### src/rtl/cam_table_controller_if.sv
`default_nettype none
// ============================================================================
// Module   : cam_table_controller_if
// Brief    : Requester handshake and response bus of the CAM table controller.
// Revision : 1.0 - initial release
// ============================================================================
interface cam_table_controller_if #(
  parameter int NUMBER_OF_PORTS = 2
);
  localparam int PORT_INDEX_WIDTH = (NUMBER_OF_PORTS > 1) ? $clog2(NUMBER_OF_PORTS) : 1;

  logic [NUMBER_OF_PORTS-1:0]       request_valid;
  logic [NUMBER_OF_PORTS-1:0]       request_learn;
  logic [NUMBER_OF_PORTS-1:0][47:0] request_mac;
  logic [NUMBER_OF_PORTS-1:0]       request_ready;
  logic                             response_valid;
  logic [PORT_INDEX_WIDTH-1:0]      response_requester;
  logic                             response_hit;
  logic [PORT_INDEX_WIDTH-1:0]      response_port;
  logic                             busy;

  modport master (
    output request_valid, request_learn, request_mac,
    input  request_ready, response_valid, response_requester,
    input  response_hit, response_port, busy
  );

  modport slave (
    input  request_valid, request_learn, request_mac,
    output request_ready, response_valid, response_requester,
    output response_hit, response_port, busy
  );
endinterface
`default_nettype wire

### src/rtl/cam_table_controller.sv
`default_nettype none
// ============================================================================
// Module   : cam_table_controller
// Brief    : Round-robin arbitrated MAC learn/lookup over an SRAM-backed CAM.
// Revision : 1.0 - initial release
// ============================================================================
module cam_table_controller #(
  parameter int NUMBER_OF_PORTS     = 2,
  parameter int TABLE_ADDRESS_WIDTH = 4
) (
  input  wire                            clock,
  input  wire                            reset_n,
  cam_table_controller_if.slave          bus,
  output logic [TABLE_ADDRESS_WIDTH-1:0] cam_table_read_address,
  input  wire  [47:0]                    cam_table_read_data,
  output logic [TABLE_ADDRESS_WIDTH-1:0] cam_table_write_address,
  output logic [47:0]                    cam_table_write_data,
  output logic                           cam_table_write_enable
);
  localparam int DEPTH       = 1 << TABLE_ADDRESS_WIDTH;
  localparam int PIW         = (NUMBER_OF_PORTS > 1) ? $clog2(NUMBER_OF_PORTS) : 1;
  localparam int COUNT_WIDTH = TABLE_ADDRESS_WIDTH + 1;

  localparam logic [1:0] c_state_idle    = 2'd0;
  localparam logic [1:0] c_state_scan    = 2'd1;
  localparam logic [1:0] c_state_update  = 2'd2;
  localparam logic [1:0] c_state_respond = 2'd3;

  logic [1:0]                     r_state;
  logic [COUNT_WIDTH-1:0]         r_count;
  logic [47:0]                    r_mac;
  logic                           r_learn;
  logic [PIW-1:0]                 r_requester;
  logic [PIW-1:0]                 r_next;
  logic [DEPTH-1:0]               r_valid;
  logic [PIW-1:0]                 r_port [DEPTH];
  logic [TABLE_ADDRESS_WIDTH-1:0] r_victim;
  logic                           r_hit;
  logic [TABLE_ADDRESS_WIDTH-1:0] r_hit_index;
  logic [PIW-1:0]                 r_hit_port;

  logic                           w_grant;
  logic [PIW-1:0]                 w_winner;
  logic [PIW-1:0]                 w_candidate;
  logic [TABLE_ADDRESS_WIDTH-1:0] w_compare_index;
  logic                           w_match;
  logic                           w_free_found;
  logic [TABLE_ADDRESS_WIDTH-1:0] w_free_index;
  logic [TABLE_ADDRESS_WIDTH-1:0] w_target;
  logic                           w_write;
  logic                           w_respond;

  // Round-robin search starting at the port after the last winner.
  always_comb begin
    w_grant     = 1'b0;
    w_winner    = '0;
    w_candidate = '0;
    for (int i = 0; i < NUMBER_OF_PORTS; i++) begin
      w_candidate = PIW'((int'(r_next) + i) % NUMBER_OF_PORTS);
      if (!w_grant && bus.request_valid[w_candidate]) begin
        w_grant  = 1'b1;
        w_winner = w_candidate;
      end
    end
    w_grant = w_grant && (r_state == c_state_idle) && reset_n;
  end

  // Read data lags its address by one cycle, so the compare trails the counter.
  assign w_compare_index = r_count[TABLE_ADDRESS_WIDTH-1:0] - TABLE_ADDRESS_WIDTH'(1);
  assign w_match = (r_state == c_state_scan) && (r_count != '0) && r_valid[w_compare_index]
                   && (cam_table_read_data == r_mac) && !r_mac[40];

  always_comb begin
    w_free_found = 1'b0;
    w_free_index = '0;
    for (int i = DEPTH - 1; i >= 0; i--) begin
      if (!r_valid[i]) begin
        w_free_found = 1'b1;
        w_free_index = TABLE_ADDRESS_WIDTH'(i);
      end
    end
  end

  assign w_target  = w_free_found ? w_free_index : r_victim;
  assign w_write   = (r_state == c_state_update) && !r_hit && !r_mac[40];
  assign w_respond = (r_state == c_state_respond);

  always_ff @(posedge clock or negedge reset_n) begin
    if (!reset_n) begin
      r_state     <= c_state_idle;
      r_count     <= '0;
      r_mac       <= '0;
      r_learn     <= 1'b0;
      r_requester <= '0;
      r_next      <= '0;
      r_valid     <= '0;
      r_victim    <= '0;
      r_hit       <= 1'b0;
      r_hit_index <= '0;
      r_hit_port  <= '0;
      for (int i = 0; i < DEPTH; i++) r_port[i] <= '0;
    end else begin
      case (r_state)
        c_state_idle: begin
          if (w_grant) begin
            r_state     <= c_state_scan;
            r_count     <= '0;
            r_hit       <= 1'b0;
            r_mac       <= bus.request_mac[w_winner];
            r_learn     <= bus.request_learn[w_winner];
            r_requester <= w_winner;
            r_next      <= (w_winner == PIW'(NUMBER_OF_PORTS - 1)) ? '0 : w_winner + PIW'(1);
          end
        end
        c_state_scan: begin
          r_count <= r_count + COUNT_WIDTH'(1);
          if (w_match && !r_hit) begin
            r_hit       <= 1'b1;
            r_hit_index <= w_compare_index;
            r_hit_port  <= r_port[w_compare_index];
          end
          if (r_count == COUNT_WIDTH'(DEPTH)) r_state <= r_learn ? c_state_update : c_state_respond;
        end
        c_state_update: begin
          r_state <= c_state_respond;
          if (!r_mac[40]) begin
            if (r_hit) begin
              r_port[r_hit_index] <= r_requester;
            end else begin
              r_valid[w_target] <= 1'b1;
              r_port[w_target]  <= r_requester;
              if (!w_free_found) r_victim <= r_victim + TABLE_ADDRESS_WIDTH'(1);
            end
          end
        end
        c_state_respond: r_state <= c_state_idle;
        default:         r_state <= c_state_idle;
      endcase
    end
  end

  always_comb begin
    bus.request_ready = '0;
    if (w_grant) bus.request_ready[w_winner] = 1'b1;
  end

  assign bus.busy               = (r_state != c_state_idle) || w_grant;
  assign bus.response_valid     = w_respond;
  assign bus.response_requester = w_respond ? r_requester : '0;
  assign bus.response_hit       = w_respond && r_hit;
  assign bus.response_port      = (w_respond && r_hit) ? r_hit_port : '0;

  assign cam_table_read_address  = (r_state == c_state_scan) ? r_count[TABLE_ADDRESS_WIDTH-1:0] : '0;
  assign cam_table_write_enable  = w_write;
  assign cam_table_write_address = w_write ? w_target : '0;
  assign cam_table_write_data    = w_write ? r_mac : '0;
endmodule
`default_nettype wire
### src/flat_wrapper.sv
// flat-port wrapper written by rule: the top's interface ports become plain ports
module cam_table_controller_flat 
#(
  parameter int NUMBER_OF_PORTS     = 2,
  parameter int TABLE_ADDRESS_WIDTH = 4
)
  (clock, reset_n, cam_table_read_address, cam_table_read_data, cam_table_write_address, cam_table_write_data, cam_table_write_enable, bus_request_valid, bus_request_learn, bus_request_mac, bus_request_ready, bus_response_valid, bus_response_requester, bus_response_hit, bus_response_port, bus_busy);
  cam_table_controller_if #(.NUMBER_OF_PORTS(NUMBER_OF_PORTS)) bus_i ();
  input  wire clock;
  input  wire reset_n;
  output logic [TABLE_ADDRESS_WIDTH-1:0] cam_table_read_address;
  input  wire  [47:0] cam_table_read_data;
  output logic [TABLE_ADDRESS_WIDTH-1:0] cam_table_write_address;
  output logic [47:0] cam_table_write_data;
  output logic cam_table_write_enable;
  input wire logic [$bits(bus_i.request_valid)-1:0] bus_request_valid;
  input wire logic [$bits(bus_i.request_learn)-1:0] bus_request_learn;
  input wire logic [$bits(bus_i.request_mac)-1:0] bus_request_mac;
  output wire logic [$bits(bus_i.request_ready)-1:0] bus_request_ready;
  output wire logic [$bits(bus_i.response_valid)-1:0] bus_response_valid;
  output wire logic [$bits(bus_i.response_requester)-1:0] bus_response_requester;
  output wire logic [$bits(bus_i.response_hit)-1:0] bus_response_hit;
  output wire logic [$bits(bus_i.response_port)-1:0] bus_response_port;
  output wire logic [$bits(bus_i.busy)-1:0] bus_busy;
  assign bus_i.request_valid = bus_request_valid;
  assign bus_i.request_learn = bus_request_learn;
  assign bus_i.request_mac = bus_request_mac;
  assign bus_request_ready = bus_i.request_ready;
  assign bus_response_valid = bus_i.response_valid;
  assign bus_response_requester = bus_i.response_requester;
  assign bus_response_hit = bus_i.response_hit;
  assign bus_response_port = bus_i.response_port;
  assign bus_busy = bus_i.busy;
  cam_table_controller #(.NUMBER_OF_PORTS(NUMBER_OF_PORTS), .TABLE_ADDRESS_WIDTH(TABLE_ADDRESS_WIDTH)) u_core (.clock(clock), .reset_n(reset_n), .bus(bus_i), .cam_table_read_address(cam_table_read_address), .cam_table_read_data(cam_table_read_data), .cam_table_write_address(cam_table_write_address), .cam_table_write_data(cam_table_write_data), .cam_table_write_enable(cam_table_write_enable));
endmodule
### config.mk
export PLATFORM = sky130hd
export DESIGN_NAME = cam_table_controller_flat
export DESIGN_NICKNAME = d
export VERILOG_FILES = /design/src/rtl/cam_table_controller_if.sv /design/src/rtl/cam_table_controller.sv /design/src/flat_wrapper.sv
export SDC_FILE = /design/constraint.sdc
export NUM_CORES = 1
export LEC_CHECK = 0
export ABC_CLOCK_PERIOD_IN_PS = 7900
export BUFFER_PORTS_ARGS = -buffer_cell sky130_fd_sc_hd__buf_2
export CORE_MARGIN = 3
export CORE_UTILIZATION = 56
export CTS_BUF_LIST = sky130_fd_sc_hd__clkbuf_4 sky130_fd_sc_hd__clkbuf_8
export CTS_CLUSTER_DIAMETER = 80
export DETAILED_ROUTE_END_ITERATION = 10
export PLACE_DENSITY = 0.89
export RECOVER_POWER = 50
export REMOVE_ABC_BUFFERS = 1
export SETUP_SLACK_MARGIN = 0.02
export SYNTH_ARGS = -nofsm -noshare
export SYNTH_HDL_FRONTEND = slang
export SYNTH_SLANG_ARGS = --single-unit
### constraint.sdc
create_clock -name clock -period 7.9 [get_ports clock]
set_input_delay 0 -clock clock [delete_from_list [all_inputs] [get_ports clock]]
set_output_delay 0 -clock clock [all_outputs]
set_load 0.02 [all_outputs]
== After elaboration in Yosys (flattened, before gate mapping) ==
Cells that the tools add are included.
Storage, ports and cells
  output and inout bits: 64
  register bits: 100
  ROM bits: 0
  bits in writable memories: 0
  bits in latches: 0
  word-level logic and storage cells: 167
  memories: 0
Operators by class
  divide/modulo/power cells: 0
  shift operators: 0
  equal/unequal tests: 8
  multiply operators: 0
  $lt $le $gt $ge: 12
  add/subtract/negate cells: 5
  reductions and logical operators: 31
  bitwise gates (word level): 7
  mux-type cells: 77
Operators by type and width (number)
  two-way mux 48 bit: 3
  two-way mux 4 bit: 19
  == test 48 bit: 1
  two-way mux 1 bit: 39
  bitwise mux 16 bit: 2
  two-way mux 16 bit: 1
  OR 16 bit: 1
  greater-or-equal comparator 5 bit (second input constant): 3
  logical AND 1 bit: 15
  inverter 4 -> 5 bit: 3
  demux 1 bit (select 4 bit): 3
  < comparator 4 x 5 -> 1 bit (second input constant): 2
  < comparator 5 x 1 -> 1 bit (second input constant): 2
  one-hot mux 5 bit (2 select lines): 1
  AND reduction 2 bit: 5
  binary-select mux 1 bit (select 4 bit): 2
  one-hot mux 2 bit (4 select lines): 1
  < comparator 1 x 2 -> 1 bit (second input constant): 3
  two-way mux 2 bit: 3
  inequality test 2 x 1 -> 1 bit (second input constant): 3
  AND reduction 3 bit: 2
  adder 5 x 1 -> 5 bit (second input constant): 1
  == test 5 bit (second input constant): 1
  two-way mux 5 bit: 1
  other kinds (16): 23

== Depth between registers and ports, before layout ==
  depth after elaboration: 24
  depth in mapped cells: 9

== Worst setup path after synthesis ==
OpenSTA, ideal clock, no wires.
  kind: flip-flop to flip-flop
  from: register u_core.r_count[0]
  to: register u_core.r_hit_port
  setup slack: 4.748 ns
  arrival time: 3.027 ns
  stages on the path, launching flop included: 10
  setup time: 0.125 ns
  path buffers: 3
  data required time: 7.775 ns
  path through: dfrtp_1 -> clkbuf_1 -> buf_2 -> inv_1 -> ha_1 -> clkbuf_1 -> mux4_2 -> mux4_2 -> nand4_2 -> mux2_2
On the way
  word-level cells in the longest chain between the ends: 8
  elaborated cells on any way between the ends: 14
Ends and longest elaborated chain
  start, declared: RTL line cam_table_controller.sv:30  | logic [COUNT_WIDTH-1:0] r_count;
  start signal, assigned: RTL line cam_table_controller.sv:116  | r_count <= r_count + COUNT_WIDTH'(1);
  subtractor 4 x 1 -> 4 bit (*): RTL line cam_table_controller.sv:69  | assign w_compare_index = r_count[TABLE_ADDRESS_WIDTH-1:0] - TABLE_ADDRESS_WIDTH'(1);
  named net u_core.w_compare_index[0]: RTL line cam_table_controller.sv:45  | logic [TABLE_ADDRESS_WIDTH-1:0] w_compare_index;
  binary-select mux 1 bit (select 4 bit): RTL line cam_table_controller.sv:70  | assign w_match = (r_state == c_state_scan) && (r_count != '0) && r_valid[w_compare_index]
  two-way mux 1 bit (not written as such): RTL line cam_table_controller.sv:70
  logical AND 1 bit: RTL line cam_table_controller.sv:70
  logical AND 1 bit (2 in series): RTL line cam_table_controller.sv:71  | && (cam_table_read_data == r_mac) && !r_mac[40];
  logical AND 1 bit: RTL line cam_table_controller.sv:117  | if (w_match && !r_hit) begin
  AND reduction 2 bit (no line)
  end signal, assigned: RTL line cam_table_controller.sv:120  | r_hit_port <= r_port[w_compare_index];
  end, declared: RTL line cam_table_controller.sv:40  | logic [PIW-1:0] r_hit_port;
The timed path passes the listed nets; every way through them passes the cells marked *. The select of a mux whose other input is x is not followed.
A chain may end at the register's enable or synchronous reset.

== Worst setup path after layout ==
  from: register u_core.r_state[0]
  to: register u_core.r_port[0] (netlist bit)
On the way
  word-level cells in the longest chain between the ends: 2
Ends and longest elaborated chain
  start, declared: RTL line cam_table_controller.sv:29  | logic [1:0] r_state;
  start signal, assigned: RTL line cam_table_controller.sv:90  | r_state <= c_state_idle;
  start signal, assigned: RTL line cam_table_controller.sv:106  | r_state <= c_state_scan;
  start signal, assigned: RTL line cam_table_controller.sv:122  | if (r_count == COUNT_WIDTH'(DEPTH)) r_state <= r_learn ? c_state_update : c_state_respond;
  == test 2 bit: RTL line cam_table_controller.sv:103  | case (r_state)
  AND reduction 2 bit (no line)
  end signal, assigned by index: RTL line cam_table_controller.sv:128  | r_port[r_hit_index] <= r_requester;
  end signal, assigned by index: RTL line cam_table_controller.sv:131  | r_port[w_target] <= r_requester;
  end, declared: RTL line cam_table_controller.sv:36  | logic [PIW-1:0] r_port [DEPTH];
Every way passes these cells.

==> flow_metrics.tcl <==
set metrics [dict create \
    die_area_um2 11900 \
    async_flop_share 1.00 \
    synthCells 595 \
    ys.flop_type "dfrtp_1" \
    root_buffer "clkbuf_8" \
    setup_tns_ns 0 \
    crit_required_ns 8.16 \
    synth_area_leader_cell "dfrtp_1" \
    finish.utilization 0.792 \
    vias 7103 \
    critPathMaxStageDelay_ns 1.47 \
    start_kind "register" \
    grt_overflow 0 \
    cp_top_family "buffers and inverters" \
    grt_pass1_vias 7066 \
    yosysMostFrequentCell "dfrtp_1" \
    crit_chain "inv_1, ha_1, clkbuf_1, nand2b_1, nor2_1, nand3_1, nor2_1, a31oi_1, mux2_1" \
    max_freq_mhz 256 \
    avgSynthCellArea_um2 10.0 \
    multiInputGateArea_um2 3030 \
    synth_top_area_share 0.420 \
    insertion_delay_ns 0.37 \
    clk_pin_slew_ns 0.10 \
    leakagePower_uw 0.00423 \
    drt-initial-drc-count 1872 \
    seqCellArea_um2 2500 \
    h-tree-depth 3 \
    nets 1040 \
    endpoint_kind "register" \
    n_antenna_cell 0 \
    synth_common_cells "dfrtp_1, inv_1, a222oi_1, and3_1, clkbuf_1" \
    yosysSeqAreaShare 0.420 \
    clkSinkCount 100 \
    antenna_found_initial 2 \
    die_h_um 109 \
    fin_crit_sh 0.494 \
    drive_gt1_frac 0.278 \
    crit_fanout 48 \
    via_per_inst 6.94 \
    max_slew.worst_pin.slew_ns 2.02 \
    start_util 0.577 \
    drc 20 \
    max_slew_margin -0.347 \
    crit_slowest_cell "clkbuf_1" \
    synth_edf_count 0 \
    grt_max_degree 81 \
    clockBufferDepth 2 \
    syn_area_um2 5950 \
    cts.repair.resized 0 \
    fillCellCount 536 \
    grt.total_usage 0.449 \
    areaGrowthSynthToFinish_pct 37.4 \
    cp.arrival_ns 4.17 \
    core_um2 10300 \
    outcome "complete, but fails checks" \
    worst_ir_drop_vdd_v 0.000182 \
    drtPass1Iterations 11 \
    cts_setup_buffers 0 \
    timing.critical_path.buf_inv 2 \
    drv_cap 1 \
    power.density_nw_per_um2 330 \
    final_area_um2 8180 \
    ios 214 \
    dp_hpwl_um 14100 \
    final-max-slew-violation-count 49 \
    rsz0062_at_grt "no" \
    synth_area_leaders "dfrtp_1, a222oi_1, and3_1, xnor2_1, inv_1" \
    numPortBuffers 212 \
    yosys_warnings 0 \
    finalHoldViolations 0 \
    cpMostUsedCell "nor2_1" \
    drt-total-wl_um 26100 \
    postCtsHoldBufs 99 \
    skew_ns 0.0114 \
    grt_pass1_wl_um 40000 \
    cts_made_buffers 9 \
    gp_congestion 0.908 \
    violations "DRC, capacitance limit, slew limit" \
    setup_viol 0 \
    synth_cell_types 63 \
    worstSetupPathType "reg2reg" \
    hold_path.class "in2reg" \
    place_area_um2 7060 \
    ys_ff_latch 100 \
    cts_tree "yes" \
    wire_per_inst_um 25.5 \
    antenna_left 0 \
    rows 37 \
    period_needed_ns 3.90 \
    die_x_um 109 \
]
==> state kept, by name, indices dropped and copies added, names as in the netlist <==
| register | count |
|---|---|
| u_core.r_valid | 16 |
| u_core.r_count | 5 |
| u_core.r_hit | 1 |
| u_core.r_hit_index | 4 |
| u_core.r_mac | 48 |
| u_core.r_learn | 1 |
| u_core.r_next | 1 |
| u_core.r_hit_port | 1 |
| u_core.r_victim | 4 |
| u_core.r_port | 16 |
| u_core.r_requester | 1 |
| u_core.r_state | 2 |
==> tightest hold or removal path, delay by kind of cell <==
family | cells | cell delay [ns]
simple gates | 3 | 0.44
compound gates | 1 | 0.12
buf+inv | 1 | 0.07
==> area by class of cell <==
class                           count  area share
Multi-Input combinational cell    387       0.370
Sequential cell                   100       0.306
Timing Repair Buffer              316       0.251
Inverter                           68      0.0312
Tap cell                          136      0.0208
Clock buffer                       10      0.0161
Clock inverter                      6     0.00505
==> worst paths after layout <==
kind | start | end | slack [ns] | cells after the start
setup / recovery | u_core.r_state[0] | u_core.r_port[0] | 4.00 | 9
hold / removal | cam_table_read_data[40] | u_core.r_hit | 0.29 | 5
setup reg to reg | u_core.r_state[0] | u_core.r_port[0] | 4.00 | 9
hold reg to reg | u_core.r_victim[3] | u_core.r_victim[3] | 0.49 | 1
max in group asynchronous | reset_n | u_core.r_valid[12] | 5.74 | 3
min in group asynchronous | reset_n | u_core.r_mac[38] | 0.45 | 2
==> routing by layer <==
metal	global-route usage	part of all wire	wire length (um)
met1	0.515	0.31	8230
met2	0.679	0.45	11800
met3	0.193	0.15	3890
met4	0.306	0.085	2210
met5	0	0.0013	34
==> power by group <==
group	total, uW	internal (uW)	switching [uW]
Combinational	1480	665	813
Clock	309	118	191
Sequential	912	673	239
==> kinds of logic (layout without fill, tap and decap cells) <==
kind of cell	count (synthesis)	count (layout)	share of synthesized area
other	1	1	0.000630
flip-flops	100	100	0.420
AO/OA/AOI/OAI	117	117	0.166
adder cells (fa/ha/maj)	8	8	0.0168
AND/OR/NAND/NOR	178	178	0.170
multiplexers	31	31	0.0767
buffers and inverters	108	400	0.0733
XOR/XNOR	52	52	0.0765
==> placed cells by master (no fill, tap or decap), drive strengths merged, types with 7 or more instances in the layout <==
cell type    synthesis  routed
nor4                10      10
and3                48      48
dfrtp              100     100
and2                 8       8
nand3               12      12
a222oi              49      49
xor2                19      19
mux2i                7       7
inv                 68      68
o21ai               12      12
nand4               15      15
nor3                 9       9
a31oi               13      13
mux4                10      10
dlygate4sd3          0      99
buf                  6     189
nand2               31      31
mux2                14      14
ha                   8       8
a21o                11      11
clkbuf              34      38
xnor2               33      33
nor2                26      26
==> through the flow <==
stage	setup WS (ns)	std cells	hold WS, ns	power (uW)
after floorplan	3.39	555	-0.296	1630
after global placement	4.86	908	-0.0938	1960
after detailed placement	4.72	908	-0.0852	2010
after CTS	4.70	1023	0.0473	2530
after global routing	3.89	1023	0.319	2810
final	4.00	1023	0.295	2700
Note: power is estimated with default switching activity, not from simulation.
